File: src/rtl/riscv_fetch_unit_pkg.sv
// riscv_fetch_unit_pkg: shared constants and fetch buffer entry type
package riscv_fetch_unit_pkg;
  localparam int XLEN = 32;
  localparam logic [XLEN-1:0] RESET_PC_DEFAULT = 32'h0000_0000;
  localparam logic [XLEN-1:0] INST_NOP = 32'h0000_0013;
  typedef struct packed {
    logic [XLEN-1:0] inst;
    logic [XLEN-1:0] pc;
  } fetch_entry_t;
endpackage

File: src/rtl/riscv_fetch_buffer.sv
// riscv_fetch_buffer: synchronous FIFO of fetched words with flush and occupancy count
module riscv_fetch_buffer
  import riscv_fetch_unit_pkg::*;
#(
  parameter int DEPTH = 2
) (
  input  logic                   clk,
  input  logic                   rst,
  input  logic                   flush,
  input  logic                   push,
  input  fetch_entry_t           din,
  input  logic                   pop,
  output fetch_entry_t           head,
  output logic [$clog2(DEPTH):0] count
);
  localparam int AW = $clog2(DEPTH);
  localparam int CW = AW + 1;
  fetch_entry_t mem [DEPTH];
  logic [AW-1:0] rd, wr;
  logic do_pop;
  assign do_pop = pop && count != '0;
  assign head = mem[rd];
  always_ff @(posedge clk) if (push) mem[wr] <= din;
  always_ff @(posedge clk) begin
    if (rst || flush) begin
      rd <= '0;
      wr <= '0;
      count <= '0;
    end else begin
      wr <= wr + AW'(push);
      rd <= rd + AW'(do_pop);
      count <= count + CW'(push) - CW'(do_pop);
    end
  end
endmodule

File: src/rtl/riscv_fetch_unit.sv
// riscv_fetch_unit: PC, imem request/response tracking and fetch buffer; RISCV_FETCH_ALIGN_CHECK_EN enables misaligned-redirect halt
module riscv_fetch_unit
  import riscv_fetch_unit_pkg::*;
#(
  parameter int WORD_LENGTH = XLEN,
  parameter logic [WORD_LENGTH-1:0] RESET_PC = RESET_PC_DEFAULT,
  parameter int BUF_DEPTH = 2
) (
  input  logic                   clk,
  input  logic                   rst,
  output logic                   imem_req_valid,
  input  logic                   imem_req_ready,
  output logic [WORD_LENGTH-1:0] imem_req_addr,
  input  logic                   imem_rsp_valid,
  input  logic [WORD_LENGTH-1:0] imem_rsp_data,
  input  logic                   redirect_valid,
  input  logic [WORD_LENGTH-1:0] redirect_pc,
  output logic                   inst_valid,
  input  logic                   inst_ready,
  output logic [WORD_LENGTH-1:0] inst,
  output logic [WORD_LENGTH-1:0] inst_pc,
  output logic                   fetch_misaligned
);
  localparam int CW = $clog2(BUF_DEPTH) + 1;
  localparam logic [CW-1:0] DEPTH_C = CW'(BUF_DEPTH);
  logic rst_hold, halted, req_fire, push, pop, tgt_bad;
  logic [WORD_LENGTH-1:0] pc, rsp_pc, tgt;
  logic [CW-1:0] inflight, inflight_next, drop_cnt, count;
  fetch_entry_t head, rsp_entry;
`ifdef RISCV_FETCH_ALIGN_CHECK_EN
  assign tgt = redirect_pc;
  assign tgt_bad = |redirect_pc[1:0];
`else
  assign tgt = {redirect_pc[WORD_LENGTH-1:2], 2'b00};
  assign tgt_bad = 1'b0;
`endif
  assign imem_req_valid = !rst_hold && !halted && (inflight + count < DEPTH_C);
  assign imem_req_addr = pc;
  assign req_fire = imem_req_valid && imem_req_ready;
  assign inflight_next = inflight + CW'(req_fire) - CW'(imem_rsp_valid);
  assign push = imem_rsp_valid && drop_cnt == '0 && !redirect_valid;
  assign inst_valid = count != '0;
  assign pop = inst_valid && inst_ready;
  assign rsp_entry = '{inst: imem_rsp_data, pc: rsp_pc};
  assign inst = inst_valid ? head.inst : (rst_hold ? '0 : INST_NOP);
  assign inst_pc = inst_valid ? head.pc : '0;
  assign fetch_misaligned = halted;
  riscv_fetch_buffer #(.DEPTH(BUF_DEPTH)) u_buf (
    .clk(clk),
    .rst(rst),
    .flush(redirect_valid),
    .push(push),
    .din(rsp_entry),
    .pop(pop),
    .head(head),
    .count(count)
  );
  always_ff @(posedge clk) begin
    rst_hold <= rst;
    if (rst) begin
      pc <= RESET_PC;
      rsp_pc <= RESET_PC;
      inflight <= '0;
      drop_cnt <= '0;
      halted <= 1'b0;
    end else begin
      inflight <= inflight_next;
      if (redirect_valid) begin
        pc <= tgt;
        rsp_pc <= tgt;
        drop_cnt <= inflight_next;
        halted <= tgt_bad;
      end else begin
        if (req_fire) pc <= pc + WORD_LENGTH'(4);
        if (imem_rsp_valid && drop_cnt != '0) drop_cnt <= drop_cnt - CW'(1);
        if (push) rsp_pc <= rsp_pc + WORD_LENGTH'(4);
      end
    end
  end
endmodule
File: config.mk
export PLATFORM = sky130hd
export DESIGN_NAME = riscv_fetch_unit
export DESIGN_NICKNAME = d
export VERILOG_FILES = /design/src/rtl/riscv_fetch_unit_pkg.sv /design/src/rtl/riscv_fetch_buffer.sv /design/src/rtl/riscv_fetch_unit.sv
export SDC_FILE = /design/constraint.sdc
export NUM_CORES = 1
export LEC_CHECK = 0
export CAP_MARGIN = 25
export CORE_ASPECT_RATIO = 0.9
export CORE_MARGIN = 1.5
export CORE_UTILIZATION = 34
export DETAILED_ROUTE_END_ITERATION = 16
export SLEW_MARGIN = 30
export SYNTH_ARGS = -nofsm -noshare
export SYNTH_HDL_FRONTEND = slang
export SYNTH_HIERARCHICAL = 1
export SYNTH_SLANG_ARGS = --single-unit
File: constraint.sdc
create_clock -name clk -period 3 [get_ports clk]
set_input_delay 0.45 -clock clk [delete_from_list [all_inputs] [get_ports clk]]
set_output_delay 0.45 -clock clk [all_outputs]
set_load 0.02 [all_outputs]
; ---- Yosys cells after proc, flatten, opt, wreduce, memory -nomap -nowiden
; Memories as Yosys holds them, arrays and structs flattened. A register that Yosys moved wholly into a read port is not among the register bits.
; Cells that the tools add are included.
[totals]
regBits = 73
ramBits = 128
memories = 1
in_bits = 70
mem_bits_ro = 0
out_inout_bits = 99
wordCells = 51
latch_bits = 0
[mem_list]
columns = name, depth, width, read_ports, rd_clocked_by_memory_dff, wr, line_no
row1 = u_buf.mem, 2, 64, 1, 1, 1, riscv_fetch_buffer.sv:18  ; fetch_entry_t mem [DEPTH];
[classes]
n_lt_le_gt_ge = 1
n_addsub = 10
n_div = 0
shift = 0
n_bitwise = 0
n_mul = 0
n_mux = 12
n_eq_ne = 0
reduce_logical = 17
[ops]
columns = operator, count
row1 = two-way mux 32 bit, 6
row2 = adder 32 x 3 -> 32 bit (second input constant), 2
row3 = nonzero test 2 bit, 5
row4 = logical AND 1 bit, 7
row5 = two-way mux 5 bit, 1
row6 = adder 2 x 1 -> 2 bit, 2
row7 = two-way mux 2 bit, 2
row8 = subtractor 2 x 1 -> 2 bit, 2
row9 = two-way mux 1 bit, 3
row10 = adder 1 bit, 2
row11 = adder 2 bit, 1
row12 = logical NOT 1 bit, 2
row13 = logical NOT 2 bit, 1
row14 = less-than comparator 2 bit (second input constant), 1
row15 = OR reduction 2 bit, 1
row16 = subtractor 2 x 1 -> 2 bit (second input constant), 1
row17 = logical OR 1 bit, 1

; ---- Longest topological paths before layout
[logic_depth]
ltp_word = 7
depth_mapped = 11
mapped_depth_nobuf = 10

; ---- Hierarchy
; The synthesis kept the hierarchy.
[modules_own_cells]
columns = mod, cells_per_inst, instances, seq_area_each_um2, area_per_inst_um2
row1 = riscv_fetch_buffer, 218, 1, 3923.8, 4993.5
row2 = riscv_fetch_unit, 500, 1, 1301.2, 4101.4

; ---- Least setup slack after synthesis
; OpenSTA, ideal clock, no wires.
[synth_path]
path_type = in2reg
startpoint = input port redirect_valid
endpoint = memory u_buf/mem[0][0] in the netlist's numbering, enable pin
setup_ns = 0.429
arrival_ns = 2.616
path_buffers = 2
path_slack_ns = -0.045
stages = 4
path_cell_list = clkbuf_1 clkbuf_1 nor2_1 ha_1
[synth_between]
elab_chain_cells = 4
[synth_lines]
columns = element, line_no
row1 = from (decl), riscv_fetch_unit.sv:16  ; input logic redirect_valid,
row2 = logical NOT 1 bit, riscv_fetch_unit.sv:41  ; assign push = imem_rsp_valid && drop_cnt == '0 && !redirect_valid;
row3 = logical AND 1 bit, riscv_fetch_unit.sv:41
row4 = named net push, riscv_fetch_unit.sv:26  ; logic rst_hold, halted, req_fire, push, pop, tgt_bad;
row5 = two-way mux 1 bit, riscv_fetch_buffer.sv:23  ; always_ff @(posedge clk) if (push) mem[wr] <= din;
row6 = two-way mux 1 bit (not written as such), riscv_fetch_buffer.sv:23
row7 = to (decl), riscv_fetch_buffer.sv:18
; The timed path passes the listed nets, and every way through them passes these cells.

==> run_results.csv <==
group,metric,value,unit
outcome,status,"complete, no violations",
sta,setup_viol,0,
clock_tree,cts_resized,0,
grt,antenna_found_initial,0,
clock_tree,cts_tree,"done",
clock_tree,cts_inserted_buffers,17,
job,drv_cap,0,
worst_setup_path,critPathLaunch,"u_buf/rd",
clock_tree,clockBufferDepth,2,
placed_design,place_area,11200,µm²
yosys,yosysSeqAreaShare,57.4,%
finish,final_layout_size_suffix_gt1_share,14.8,%
yosys,ys_warn_count,6,
floorplanning,io_pins,169,
placed_design,hpwl,14000,µm
worst_setup_path,path_cells,"buf_12 -> mux2_4 -> a21o_1 -> clkdlybuf4s50_1",
grt,track_usage,14.9,%
worst_setup_path,end_kind,"output pin",
worst_setup_path,critPathLaunchType,"register",
placed_design,port_buffers,163,
worst_setup_path,cp_top_family,"buffers and inverters",
floorplanning,initial_core_util,34.7,%
floorplanning,die_area,27700,µm²
hold_path,hp-start,"rsp_pc[20]",
worst_setup_path,cp_slowest_cell,"dfxtp_4",
routing,vias,5805,
yosys,synth.most_common_cell,"edfxtp_1",
floorplanning,die_h,158,µm
yosys,syn_inst,718,
placed_design,gp_congestion,0.768,
routing,drt-initial-drc-count,296,
sta,rsz0062_at_grt,"false",
finish,design_area,11800,µm²
routing,avgRoutedWirePerCell,16.3,µm
sta,maxSlewViolCount,0,
pwr,p_total,6.47,mW
sta,period_share,91.6,%
clock_tree,cts_root_buf,"clkbuf_16",
routing,drc,0,
pwr,p_per_area,548,nW/µm²
grt,first_global_vias,5636,
routing,ant_nets,0,
worst_setup_path,required,2.55,ns
worst_setup_path,path_buf_inv,2,
finish,area_delta_synth_final,29.8,%
pwr,combPwrFrac,12.6,%
yosys,synth_top_area_share,42.3,%
placed_design,pre_cts_slack,0.398,ns
sta,period_needed,2.75,ns
sta,slew_headroom,64.1,%
worst_setup_path,crit_arrival,2.30,ns
sta,worst_slack,0.252,ns
worst_setup_path,r2r-start,"u_buf/count[1]",
yosys,netlist_top_cells_area,"edfxtp_1 42%, dfxtp_1 15%, mux2_4 6.6%",
yosys,synthesis.area,9090,µm²
sta,fmax,0.364,GHz
pwr,p_leak,4.14,nW
worst_setup_path,max_stage_delay,0.55,ns
clock_tree,clk_latency,0.43,ns
grt,grt_pass1_wl,31600,µm
pwr,switching_share,23.2,%
grt,grt_max_degree,43,
worst_setup_path,path_class,"reg -> out",
grt,overflow,0,
pwr,clkPwrFrac,38.3,%
routing,finalWirelength,20300,µm
clock_tree,numClockSinks,197,
hold_path,hold_path.class,"reg -> reg",
pwr,p_switching,1.50,mW
routing,firstDrtPassIters,6,
sta,hold_violations,0,
routing,viasPerCell,4.67,
yosys,synth_top_cells_by_count,"128 x edfxtp_1, 69 x dfxtp_1, 64 x and2_1",
yosys,async_flop_share,0,%
sta,holdWs,0.458,ns
floorplanning,die_x,175,µm
clock_tree,post-cts-setup-buffer-count,0,
pwr,intPower,4.97,mW
finish,diodes,0,
yosys,synth_top_cell_by_area,"edfxtp_1",
yosys,yosys_register_bits,197,
sta,setup_tns,0,ns
floorplanning,coreArea,26200,µm²
yosys,synth_cell_type_count,47,
floorplanning,rows,56,
clock_tree,htree_levels,4,
clock_tree,cts_hold_repair.buffers,0,
pwr,pwr-share-seq,49.2,%
yosys,yosys_most_used_dff,"edfxtp_1",
pwr,vdd.ir_drop.worst,0.389,mV
sta,worst_pin_slew,0.537,ns
finish,final_nets,962,
yosys,avgSynthCellArea,12.7,µm²
yosys,synth_edf_count,128,
clock_tree,path_clk_slew,0.07,ns
worst_setup_path,crit_path_max_fanout,27,
sta,skew,0.00958,ns
[worst reg2reg max path, cell delays in order (launching register included)]
cell	delay, ns
dfxtp_1	0.34
xnor2_1	0.22
mux2i_2	0.33
inv_1	0.16
and2_1	0.26
ha_1	0.22
xor2_1	0.19
xnor2_1	0.14
nor2_1	0.07
nand2_1	0.09
o31ai_1	0.06
[final timing paths]
check	end	slack, ns	cells past startpoint
worst max-delay path	inst[4]	0.25	4
worst min-delay path	u_buf/mem[0][20]	0.46	0
worst max register to register	drop_cnt[1]	0.78	10
worst min register to register	u_buf/mem[0][20]	0.46	0
[kinds of logic after synthesis]
group / after synthesis / share of synthesized area (%)
adders and majority gates: 9 / 1.24
xor gates and xnor gates: 62 / 6.12
muxes: 69 / 10.2
and+or+nand+nor: 192 / 13.3
buffers and inverters: 89 / 4.51
DFF: 197 / 57.4
AOI/OAI and AO/OA: 99 / 7.18
other: 1 / 0.0412
[power groups by stage]
stage / Sequential, mW / Clock [mW] / Combinational (mW)
after global routing: 3.20 / 2.64 / 0.890
final: 3.18 / 2.47 / 0.812
after floorplan: 3.25 / 0 / 0.434
after global placement: 3.23 / 0 / 0.815
after detailed placement: 3.24 / 0 / 0.819
after CTS: 3.18 / 2.55 / 0.825
[routing by layer]
metal / global-route usage [%] / vias to the layer above / routed length (µm)
li1: - / 2869 / -
met2: 22.6 / 159 / 8810
met4: 3.05 / 0 / 115
met3: 3.99 / 12 / 1120
met1: 21.2 / 2765 / 10300
met5: 0 / - / 0
[layout make-up]
class | count | area [µm²]
fill | 2422 | 14400
sequential | 197 | 5230
multi-input combinational | 438 | 3490
timing repair buffer | 182 | 1840
clock buffer | 20 | 437
tap | 348 | 435
clock inverter | 12 | 204
inverter | 47 | 176
[flip-flops by register name (all words and copies together) (netlist names)]
register	flops
u_buf/count	2
rst_hold	1
inflight	2
drop_cnt	2
imem_req_addr	30
u_buf/mem	128
u_buf/wr	1
rsp_pc	30
u_buf/rd	1
[through the flow]
stage               cells  utilization, %
floorplan             724               -
global placement     1212            42.6
detailed placement   1212            42.6
CTS                  1244            45.0
global route         1244            45.0
finish               1244            45.0
[placed cells by master, fill, tap and decap left out, types with 3 or more instances in the layout]
cell type,instances
nor4_2,4
nor2_1,14
nor4_4,3
edfxtp_1,128
nand4_1,8
a21boi_0,43
nor3_1,13
conb_1,7
clkdlybuf4s50_1,163
and2_1,64
and3_1,6
xnor2_1,50
a21boi_1,10
a21o_1,4
and4_1,7
dfxtp_1,68
nor4_1,20
mux2_4,40
clkbuf_1,3
inv_1,47
nand3_1,20
buf_4,14
o31ai_1,3
mux2_2,25
clkbuf_16,17
mux2i_1,3
xor2_1,11
ha_1,7
buf_12,5
bufinv_16,5
a21oi_1,36
nand2_1,17
No activity file was read; power rests on OpenSTA's default activity.
